## config.mk

```make
export PLATFORM = sky130hd
export DESIGN_NAME = x2050chseq
export DESIGN_NICKNAME = d
export VERILOG_FILES = /design/src/rtl/x2050_pkg.sv /design/src/rtl/x2050_rr_arb.sv /design/src/rtl/x2050chseq.sv
export SDC_FILE = /design/constraint.sdc
export NUM_CORES = 1
export LEC_CHECK = 0
export BUFFER_PORTS_ARGS = -buffer_cell sky130_fd_sc_hd__clkbuf_2
export CAP_MARGIN = 20
export CORE_AREA = 5 5 93 95
export CTS_BUF_LIST = sky130_fd_sc_hd__clkbuf_8
export CTS_CLUSTER_SIZE = 8
export DETAILED_ROUTE_END_ITERATION = 7
export DIE_AREA = 0 0 98 100
export PLACE_DENSITY = 0.55
export SLEW_MARGIN = 20
export SYNTH_ARGS = -nofsm -noshare
export SYNTH_HDL_FRONTEND = slang
export SYNTH_SLANG_ARGS = --single-unit
```

## constraint.sdc

```tcl
create_clock -name i_clk -period 4.41 [get_ports i_clk]
set_input_delay 0.882 -clock i_clk [delete_from_list [all_inputs] [get_ports i_clk]]
set_output_delay 0.882 -clock i_clk [all_outputs]
set_load 0.01 [all_outputs]
```

## src/rtl/x2050_pkg.sv

```systemverilog
// Shared types and constants for the 2050 channel request sequencer.
// Latency: n/a (declarations only).
// Backpressure: n/a.
// Contents: arbiter FSM state enum, command bit positions, WM write-channel-command
// code, and the L register field that carries the channel select.
package x2050_pkg;

  typedef enum logic [1:0] {
    ST_IDLE = 2'd0,
    ST_ARB  = 2'd1,
    ST_HOLD = 2'd2
  } arb_state_t;

  // Bit positions within the latched command byte.
  typedef enum int {
    CMD_INT_TEST_IO   = 0,
    CMD_TIMEOUT_CHECK = 1,
    CMD_TIMEOUT       = 2,
    CMD_FOUL          = 3,
    CMD_TEST_CHANNEL  = 4,
    CMD_TEST_IO       = 5,
    CMD_HALT_IO       = 6,
    CMD_START_IO      = 7
  } cmd_bit_e;

  localparam logic [3:0] WM_WCC = 4'd7;

  localparam int L_CHSEL_LO = 8;
  localparam int L_CHSEL_HI = 10;

endpackage

```

## src/rtl/x2050_rr_arb.sv

```systemverilog
// Rotating-priority encoder: first set request at or after ptr, wrapping.
// Latency: combinational.
// Backpressure: none; caller holds ptr and request stable while sampling.
// Ports: i_req (NCH requests), i_ptr (start index) -> o_gnt (one-hot),
//        o_idx (granted index), o_any (any request set).
module x2050_rr_arb #(
  parameter int NCH = 4,
  parameter int PW  = $clog2(NCH)
) (
  input  logic [NCH-1:0] i_req,
  input  logic [PW-1:0]  i_ptr,
  output logic [NCH-1:0] o_gnt,
  output logic [PW-1:0]  o_idx,
  output logic           o_any
);

  always_comb begin : p_enc
    logic [PW:0] pos;
    o_gnt = '0;
    o_idx = '0;
    o_any = 1'b0;
    pos   = '0;
    for (int i = 0; i < NCH; i++) begin
      // One extra bit so ptr + offset can exceed NCH before the wrap.
      pos = {1'b0, i_ptr} + (PW+1)'(i);
      if (pos >= (PW+1)'(NCH)) pos = pos - (PW+1)'(NCH);
      if (!o_any && i_req[pos[PW-1:0]]) begin
        o_any      = 1'b1;
        o_gnt[pos[PW-1:0]] = 1'b1;
        o_idx      = pos[PW-1:0];
      end
    end
  end

endmodule

```

## src/rtl/x2050chseq.sv

```systemverilog
// Channel request sequencer: WCC decode, command/channel latch, request history, RR arbiter.
// Latency: o_wcc combinational; latches 1 cycle; grant 2 cycles after stage 0 loads.
// Backpressure: grant held until i_grant_ack (or timeout when X2050_GRANT_TIMEOUT_EN is defined).
// Ports: ROS decode inputs (i_ros_advance, i_io_mode, i_wm, i_io_instruction), data inputs
// (i_l_reg, i_buffer_out_bus), history qualifiers (i_firstcycle, i_routine_recd),
// i_routine_requesting, clear events, i_grant_ack, i_tmo_limit; outputs o_wcc, o_ch_select,
// o_command, o_hist, o_grant, o_grant_valid, o_timeout_check.
module x2050chseq
  import x2050_pkg::*;
#(
  parameter int NCH    = 4,
  parameter int HDEPTH = 3,
  parameter int CHW    = 3,
  parameter int TMO_W  = 8
) (
  input  logic                  i_clk,
  input  logic                  i_reset_n,
  input  logic                  i_ros_advance,
  input  logic                  i_io_mode,
  input  logic [3:0]            i_wm,
  input  logic [31:0]           i_l_reg,
  input  logic [8:0]            i_buffer_out_bus,
  input  logic                  i_io_instruction,
  input  logic                  i_firstcycle,
  input  logic                  i_routine_recd,
  input  logic [NCH-1:0]        i_routine_requesting,
  input  logic                  i_reset_c1,
  input  logic                  i_reply_latch_pulse,
  input  logic                  i_grant_ack,
  input  logic [TMO_W-1:0]      i_tmo_limit,
  output logic                  o_wcc,
  output logic [CHW-1:0]        o_ch_select,
  output logic [7:0]            o_command,
  output logic [HDEPTH*NCH-1:0] o_hist,
  output logic [NCH-1:0]        o_grant,
  output logic                  o_grant_valid,
  output logic                  o_timeout_check
);

  localparam int PW = $clog2(NCH);

  logic           w_wcc_g, w_clr, w_set_odd, w_set_even;
  logic [CHW-1:0] w_lsel;
  logic [7:0]     r_command;
  logic [CHW-1:0] r_ch_select;
  logic [NCH-1:0] r_hist [HDEPTH];

  arb_state_t     r_state, w_state_nxt;
  logic [NCH-1:0] r_grant, w_grant_nxt;
  logic           r_gvld, w_gvld_nxt;
  logic [PW-1:0]  r_gidx, w_gidx_nxt, r_ptr, w_ptr_nxt, w_ptr_adv;
  logic [NCH-1:0] w_arb_gnt;
  logic [PW-1:0]  w_arb_idx;
  logic           w_arb_any, w_tmo;
  logic           w_unused;

  assign o_wcc      = i_ros_advance & ~i_io_mode & (i_wm == WM_WCC);
  assign w_wcc_g    = o_wcc & ~i_io_instruction;
  assign w_clr      = i_reset_c1 | i_reply_latch_pulse;
  assign w_set_odd  = i_routine_recd & i_ros_advance;
  assign w_set_even = i_firstcycle & i_ros_advance;
  assign w_lsel     = CHW'(i_l_reg[L_CHSEL_HI:L_CHSEL_LO]);

  // Clear is applied after the load so it overrides foul and channel select.
  always_ff @(posedge i_clk or negedge i_reset_n) begin
    if (!i_reset_n) begin
      r_command   <= '0;
      r_ch_select <= '0;
    end else begin
      if (w_wcc_g) begin
        r_command   <= i_buffer_out_bus[7:0];
        r_ch_select <= w_lsel;
      end
      if (w_clr) begin
        r_command[CMD_FOUL] <= 1'b0;
        r_ch_select         <= '0;
      end
    end
  end

  assign o_command   = r_command;
  assign o_ch_select = r_ch_select;

  // Odd/even stages shift on alternating qualifiers; with both qualifiers set,
  // every stage takes its neighbour's pre-edge value.
  always_ff @(posedge i_clk or negedge i_reset_n) begin
    if (!i_reset_n) begin
      for (int s = 0; s < HDEPTH; s++) r_hist[s] <= '0;
    end else begin
      if (w_set_odd) r_hist[0] <= i_routine_requesting;
      for (int s = 1; s < HDEPTH; s++) begin
        if ((s % 2 == 0) && w_set_odd)  r_hist[s] <= r_hist[s-1];
        if ((s % 2 == 1) && w_set_even) r_hist[s] <= r_hist[s-1];
      end
    end
  end

  for (genvar s = 0; s < HDEPTH; s++) begin : g_hist
    assign o_hist[s*NCH +: NCH] = r_hist[s];
  end

  x2050_rr_arb #(.NCH(NCH), .PW(PW)) u_arb (
    .i_req (r_hist[0]),
    .i_ptr (r_ptr),
    .o_gnt (w_arb_gnt),
    .o_idx (w_arb_idx),
    .o_any (w_arb_any)
  );

  assign w_ptr_adv = (r_gidx == PW'(NCH - 1)) ? '0 : r_gidx + PW'(1);

`ifdef X2050_GRANT_TIMEOUT_EN
  logic [TMO_W-1:0] r_tmo_cnt;

  // Cleared while in ARB, i.e. on every HOLD entry.
  always_ff @(posedge i_clk or negedge i_reset_n) begin
    if (!i_reset_n)                                r_tmo_cnt <= '0;
    else if (r_state == ST_ARB)                    r_tmo_cnt <= '0;
    else if (r_state == ST_HOLD && !i_grant_ack)   r_tmo_cnt <= r_tmo_cnt + TMO_W'(1);
  end

  assign w_tmo    = (r_state == ST_HOLD) && !i_grant_ack && (r_tmo_cnt == i_tmo_limit);
  assign w_unused = ^{i_l_reg[31:L_CHSEL_HI+1], i_l_reg[L_CHSEL_LO-1:0], i_buffer_out_bus[8]};
`else
  assign w_tmo    = 1'b0;
  assign w_unused = ^{i_l_reg[31:L_CHSEL_HI+1], i_l_reg[L_CHSEL_LO-1:0], i_buffer_out_bus[8],
                      i_tmo_limit};
`endif

  assign o_timeout_check = w_tmo;

  always_comb begin
    w_state_nxt = r_state;
    w_grant_nxt = r_grant;
    w_gvld_nxt  = r_gvld;
    w_gidx_nxt  = r_gidx;
    w_ptr_nxt   = r_ptr;
    case (r_state)
      ST_IDLE: if (r_hist[0] != '0) w_state_nxt = ST_ARB;
      ST_ARB: begin
        if (w_arb_any) begin
          w_grant_nxt = w_arb_gnt;
          w_gvld_nxt  = 1'b1;
          w_gidx_nxt  = w_arb_idx;
          w_state_nxt = ST_HOLD;
        end else begin
          w_state_nxt = ST_IDLE;
        end
      end
      ST_HOLD: begin
        if (i_grant_ack || w_tmo) begin
          w_grant_nxt = '0;
          w_gvld_nxt  = 1'b0;
          w_ptr_nxt   = w_ptr_adv;
          w_state_nxt = ST_IDLE;
        end
      end
      default: w_state_nxt = ST_IDLE;
    endcase
  end

  always_ff @(posedge i_clk or negedge i_reset_n) begin
    if (!i_reset_n) begin
      r_state <= ST_IDLE;
      r_grant <= '0;
      r_gvld  <= 1'b0;
      r_gidx  <= '0;
      r_ptr   <= '0;
    end else begin
      r_state <= w_state_nxt;
      r_grant <= w_grant_nxt;
      r_gvld  <= w_gvld_nxt;
      r_gidx  <= w_gidx_nxt;
      r_ptr   <= w_ptr_nxt;
    end
  end

  assign o_grant       = r_grant;
  assign o_grant_valid = r_gvld;

endmodule
```

# After elaboration in Yosys (flattened, before gate mapping)
# Index checks and enable logic that the tools add are counted.
[word_totals]
ff_bits = 34
input_bits = 67
out_inout_bits = 30
elab_cells = 114
[op_classes]
add_sub_neg = 8
magnitude_cmp = 12
n_eq_ne = 7
mux = 47
n_bitwise = 11
reduce_logical = 18
[op_table]
columns = ["operator", "count"]
rows = [
  ["4-bit two-way mux", 7],
  ["2-bit two-way mux", 12],
  ["1-bit two-way mux", 15],
  ["2-bit by 3-bit less-than comparator with 1-bit output, second input constant", 4],
  ["4-bit bitwise OR", 3],
  ["3-bit >= comparator, second input constant", 3],
  ["1-bit binary-select mux with 2-bit select", 4],
  ["1-bit demux with 2-bit select", 4],
  ["2-bit by 1-bit >= comparator with 1-bit output, second input constant", 4],
  ["4-bit case mux with 2 select lines", 1],
  ["2-bit by 1-bit subtractor with 2-bit output, second input constant", 4],
  ["1-bit logical AND", 7],
  ["2-bit by 2-bit adder with 3-bit output, second input constant", 2],
  ["3-bit two-way mux", 2],
  ["2-bit case mux with 3 select lines", 1],
  ["2-bit AND reduction", 3],
  ["1-bit AND", 5],
  ["2-bit equality test, second input constant", 2],
  ["4-bit by 3-bit equality test with 1-bit output, second input constant", 1],
  ["2-bit != test, second input constant", 2],
  ["2-bit nonzero test", 2],
  ["4-bit nonzero test", 1],
  ["2-bit by 1-bit adder with 3-bit output, second input constant", 1],
  ["2-bit by 3-bit >= comparator with 1-bit output, second input constant", 1],
  ["9 further kinds", 12],
]

# Longest topological paths before layout
[logic_depth]
word_depth = 16
depth_mapped = 10
depth_no_buf = 7

# Cells and area by module
# A second synthesis with hierarchy kept.
[hier_totals]
cells_unflattened = 149
area_unflattened_um2 = 1826.8
[modules_own_cells]
columns = ["mod", "n_inst", "cells_per_inst", "area_per_inst_um2", "seq_area_each_um2"]
rows = [
  ["x2050chseq", 1, 104, 1405.1, 850.8],
  ["x2050_rr_arb", 1, 45, 421.7, 0.0],
]

# Worst setup path before layout
# Ideal clock, no wire load.
[synth_path]
path_type = "register to register"
startpoint = "reg r_ptr[1]"
endpoint = "reg r_grant[0] (netlist: o_grant[0])"
setup_time_ns = 0.082
t_arrival_ns = 2.358
t_required_ns = 4.328
path_slack_ns = 1.970
stages_incl_launch_ff = 10
path_buffers = 2
period_less_slack_ns = 2.440
cell_sequence = "dfrtp_1 -> buf_2 -> inv_1 -> ha_1 -> buf_2 -> mux2_2 -> mux2i_1 -> o211ai_1 -> a32o_1 -> a31oi_1"
[synth_via]
elab_chain_cells = 16
word_cells_on_any_way = 64
classes_between = "add/sub (7); order compare (12); eq/ne (1); mux (30); bitwise (3); reduce/logical (11)"
[synth_lines]
columns = ["element", "line", "rtl"]
rows = [
  ["start, declared", "x2050chseq.sv:51", "logic [PW-1:0] r_gidx, w_gidx_nxt, r_ptr, w_ptr_nxt, w_ptr_adv;"],
  ["start signal, assigned", "x2050chseq.sv:174", "r_ptr <= w_ptr_nxt;"],
  ["branches (longest 16 deep; another with 2-bit by 1-bit adder with 3-bit output)", "--", ""],
  ["end signal, assigned", "x2050chseq.sv:171", "r_grant <= w_grant_nxt;"],
  ["end, declared", "x2050chseq.sv:49", "logic [NCH-1:0] r_grant, w_grant_nxt;"],
]
# Several ways; the timed one is not identified. The select of a mux whose other input is x is not followed.
# A chain may end at the register's enable or synchronous reset.

# Final worst setup path
[layout_path]
startpoint = "reg r_ptr[1]"
endpoint = "reg r_grant[1] (netlist: o_grant[1])"
# Same word-level chain as after synthesis.

==> results.sh <==
export IMPL_clock_fmax_ghz=0.334
export IMPL_endpoint_kind="flip-flop"
export IMPL_reg2reg_to="o_grant[1]"
export IMPL_p_int_mw=0.988
export IMPL_post_route_period_util_pct=67.9
export IMPL_n_antenna_cell=0
export IMPL_synth_cells_most_frequent="dfrtp_1 (34), mux2_2 (23), nand2_1 (17), mux2i_1 (10), ha_1 (8)"
export IMPL_synthFlopType="dfrtp_1"
export IMPL_crit_end="o_grant[1]"
export IMPL_drt_initial_drc_count=48
export IMPL_cp_max_fo=16
export IMPL_setup_violations=0
export IMPL_critPathLaunchType="flip-flop"
export IMPL_status="finished clean"
export IMPL_synth_edf_count=0
export IMPL_yosysMostFrequentCell="dfrtp_1"
export IMPL_vias=1544
export IMPL_grt_start_max_net_pins=35
export IMPL_clk_pin_slew_ps=70
export IMPL_regToRegStartpoint="r_ptr[1]"
export IMPL_first_global_vias=1558
export IMPL_synth_area_mm2=0.00196
export IMPL_ff2ff_path_depth=7
export IMPL_cts_tree="yes"
export IMPL_antenna_found_initial=0
export IMPL_hold_violations=0
export IMPL_synth_cell_types=39
export IMPL_hpwlAfterDp_um=3290
export IMPL_seq_power_share_pct=30.4
export IMPL_clk_latency_ps=280
export IMPL_worstMarginPinSlew_ps=1020
export IMPL_p_total_mw=1.58
export IMPL_nets=304
export IMPL_hold_path_class="reg2reg"
export IMPL_place_inst=324
export IMPL_clockBufferDepth=2
export IMPL_final_layout_size_suffix_gt1_share_pct=41.7
export IMPL_rsz0062_at_grt="no"
export IMPL_post_cts_resize_count=0
export IMPL_ant_nets=0
export IMPL_skew_ps=5.40
export IMPL_fp_dieW_um=98
export IMPL_cts_buffers=5
export IMPL_floorplan_initialDensity_pct=25.6
export IMPL_power_density_mw_per_mm2=643
export IMPL_period_minus_slack_ps=2990
export IMPL_syn_num_nets=250
export IMPL_rrSetupSlack_ps=1420
export IMPL_netSwitchingPower_mw=0.595
export IMPL_multi_input_comb_area_mm2=0.00102
export IMPL_first_pass_iters=4
export IMPL_dieHeight_um=100
export IMPL_peakVddDrop_mv=0.262
export IMPL_combPwrFrac_pct=47.1
export IMPL_grt_pass1_wl_um=7580
export IMPL_crit_arrival_ps=3160
export IMPL_avgSynthCellArea_um2=11.2
export IMPL_power_share_switching_pct=37.6
export IMPL_ys_seq_area_share_pct=43.5
export IMPL_viasPerCell=4.65
export IMPL_root_buffer="clkbuf_8"
export IMPL_nFillCells=800
export IMPL_synthToLayoutAreaGrowth_pct=25.7
export IMPL_finalMaxSlewViolations=0
export IMPL_post_drt_wl_per_cell_um=13.4
export IMPL_cpPeakStageDelay_ps=730
export IMPL_ys_warn_count=0
export IMPL_setup_worst_path_start="r_ptr[1]"
export IMPL_rows=32
export IMPL_p_leak_nw=1.14
export IMPL_pre_cts_ws_ps=1450
export IMPL_ys_seq_elements=34
export IMPL_core_area_mm2=0.00765
export IMPL_place_congestion=0.765
export IMPL_clkPwrFrac_pct=22.4
export IMPL_relSlewSlack_pct=31.6
export IMPL_netlist_instances=175
export IMPL_seq_area_um2=851
export IMPL_critical_path_cell_chain="inv_1, ha_1, mux4_2, nor2_1, a211o_1, a21boi_0, a31oi_1"
export IMPL_drv_cap=0
export IMPL_fin_setup_tns_ps=0
export IMPL_io_buffers=57
export IMPL_cts_sinks=34
export IMPL_yosysTopAreaCell="dfrtp_1"
export IMPL_required_ps=4570
export IMPL_postCtsSetupBuffers=0
export IMPL_synth_area_leaders="dfrtp_1 (43%), mux2_2 (13%), ha_1 (5.1%), mux2i_1 (5.1%), mux4_2 (4.6%)"
export IMPL_stdcell_count=332
export IMPL_cp_slowest_cell="dfrtp_1"
export IMPL_htree_levels=2
export IMPL_overflow=0
export IMPL_worst_slack_ps=1420
export IMPL_pin_count=97
export IMPL_totalWireLength_um=4440
export IMPL_route_detailed_drc=0
export IMPL_dieArea_mm2=0.00980
export IMPL_yosysTopAreaCellShare_pct=43.5
export IMPL_grt_usage_pct=9.36
export IMPL_path_class="reg2reg"
export IMPL_ctsHoldBuffers=0
export IMPL_ys_async_sr_fraction_pct=100
[worst min-delay path by stage]
stage / depth (start not counted) / startpoint / to / slack (ps)
6_report: 1 / r_state[0] / r_state[0] / 420
5_1_grt: 1 / r_state[0] / r_state[0] / 450
4_1_cts: 1 / r_state[0] / r_state[0] / 430
3_5_place_dp: 1 / r_state[0] / r_state[0] / 420
3_3_place_gp: 1 / r_state[0] / r_state[0] / 410
2_1_floorplan: 1 / r_state[0] / r_state[0] / 400
[critical path: cells and delay by family, from the launching register on]
family,cells,cell delay [ps]
and+or+nand+nor,1,240
adders and majority gates,1,580
DFF,1,730
muxes,1,390
AOI/OAI and AO/OA,3,710
buffers and inverters,1,230
[cells by family (layout without fill, tap and decap cells)]
kind of cell               after synthesis  count (layout)  synth area share, %
and+or+nand+nor                         42              42                 11.1
AOI/OAI and AO/OA                       35              35                 12.8
adders and majority gates                8               8                 5.11
buffers and inverters                   18              73                 4.41
muxes                                   37              37                 22.9
other                                    1               1                0.192
DFF                                     34              34                 43.5
[final cells by class]
cell class | instances | share of cell area, %
Multi-Input combinational cell | 123 | 41.5
Sequential cell | 34 | 34.6
Timing Repair Buffer | 58 | 11.9
Tap cell | 102 | 5.19
Clock buffer | 6 | 3.36
Clock inverter | 2 | 2.44
Inverter | 7 | 1.07
[power groups by stage]
stage / logic, mW / clock network [mW] / registers (mW)
3_3_place_gp: 0.737 / 0 / 0.485
2_1_floorplan: 0.564 / 0 / 0.487
6_report: 0.746 / 0.355 / 0.482
5_1_grt: 0.833 / 0.382 / 0.496
3_5_place_dp: 0.745 / 0 / 0.489
4_1_cts: 0.750 / 0.369 / 0.484
[stage by stage]
| stage | hold WS [ps] | instance area [µm²] | utilization, % |
|---|---|---|---|
| floorplan | 404 | 1960 | - |
| finish | 424 | 2460 | 32.2 |
| CTS | 432 | 2460 | 32.2 |
| detailed placement | 422 | 2320 | 30.3 |
| global placement | 415 | 2320 | 30.3 |
| global route | 450 | 2460 | 32.2 |
[sequential cells by signal, indices dropped and copies added (netlist names)]
signal	flops
o_ch_select	3
o_command	8
o_hist	12
o_grant	4
r_state	2
r_gidx	2
r_ptr	2
o_grant_valid	1
[layout by cell type (no fill, tap or decap), drive strengths merged, types with 3 or more instances in the layout]
| cell | n |
|---|---|
| nor3 | 4 |
| a21oi | 4 |
| a31oi | 6 |
| a32o | 4 |
| o211ai | 5 |
| nand2 | 17 |
| dfrtp | 34 |
| clkbuf | 63 |
| ha | 8 |
| a21boi | 3 |
| mux2i | 10 |
| mux4 | 4 |
| mux2 | 23 |
| inv | 7 |
| nor2 | 7 |
| nor2b | 3 |
| o21ai | 4 |
[per-layer routing]
metal	up-vias	track usage, %	wire (µm)
met5	-	0	0
met2	38	15.3	2110
met4	0	2.24	29
met1	750	12.2	2080
met3	5	2.78	219
li1	751	-	-
Note: power is estimated with default switching activity, not from simulation.
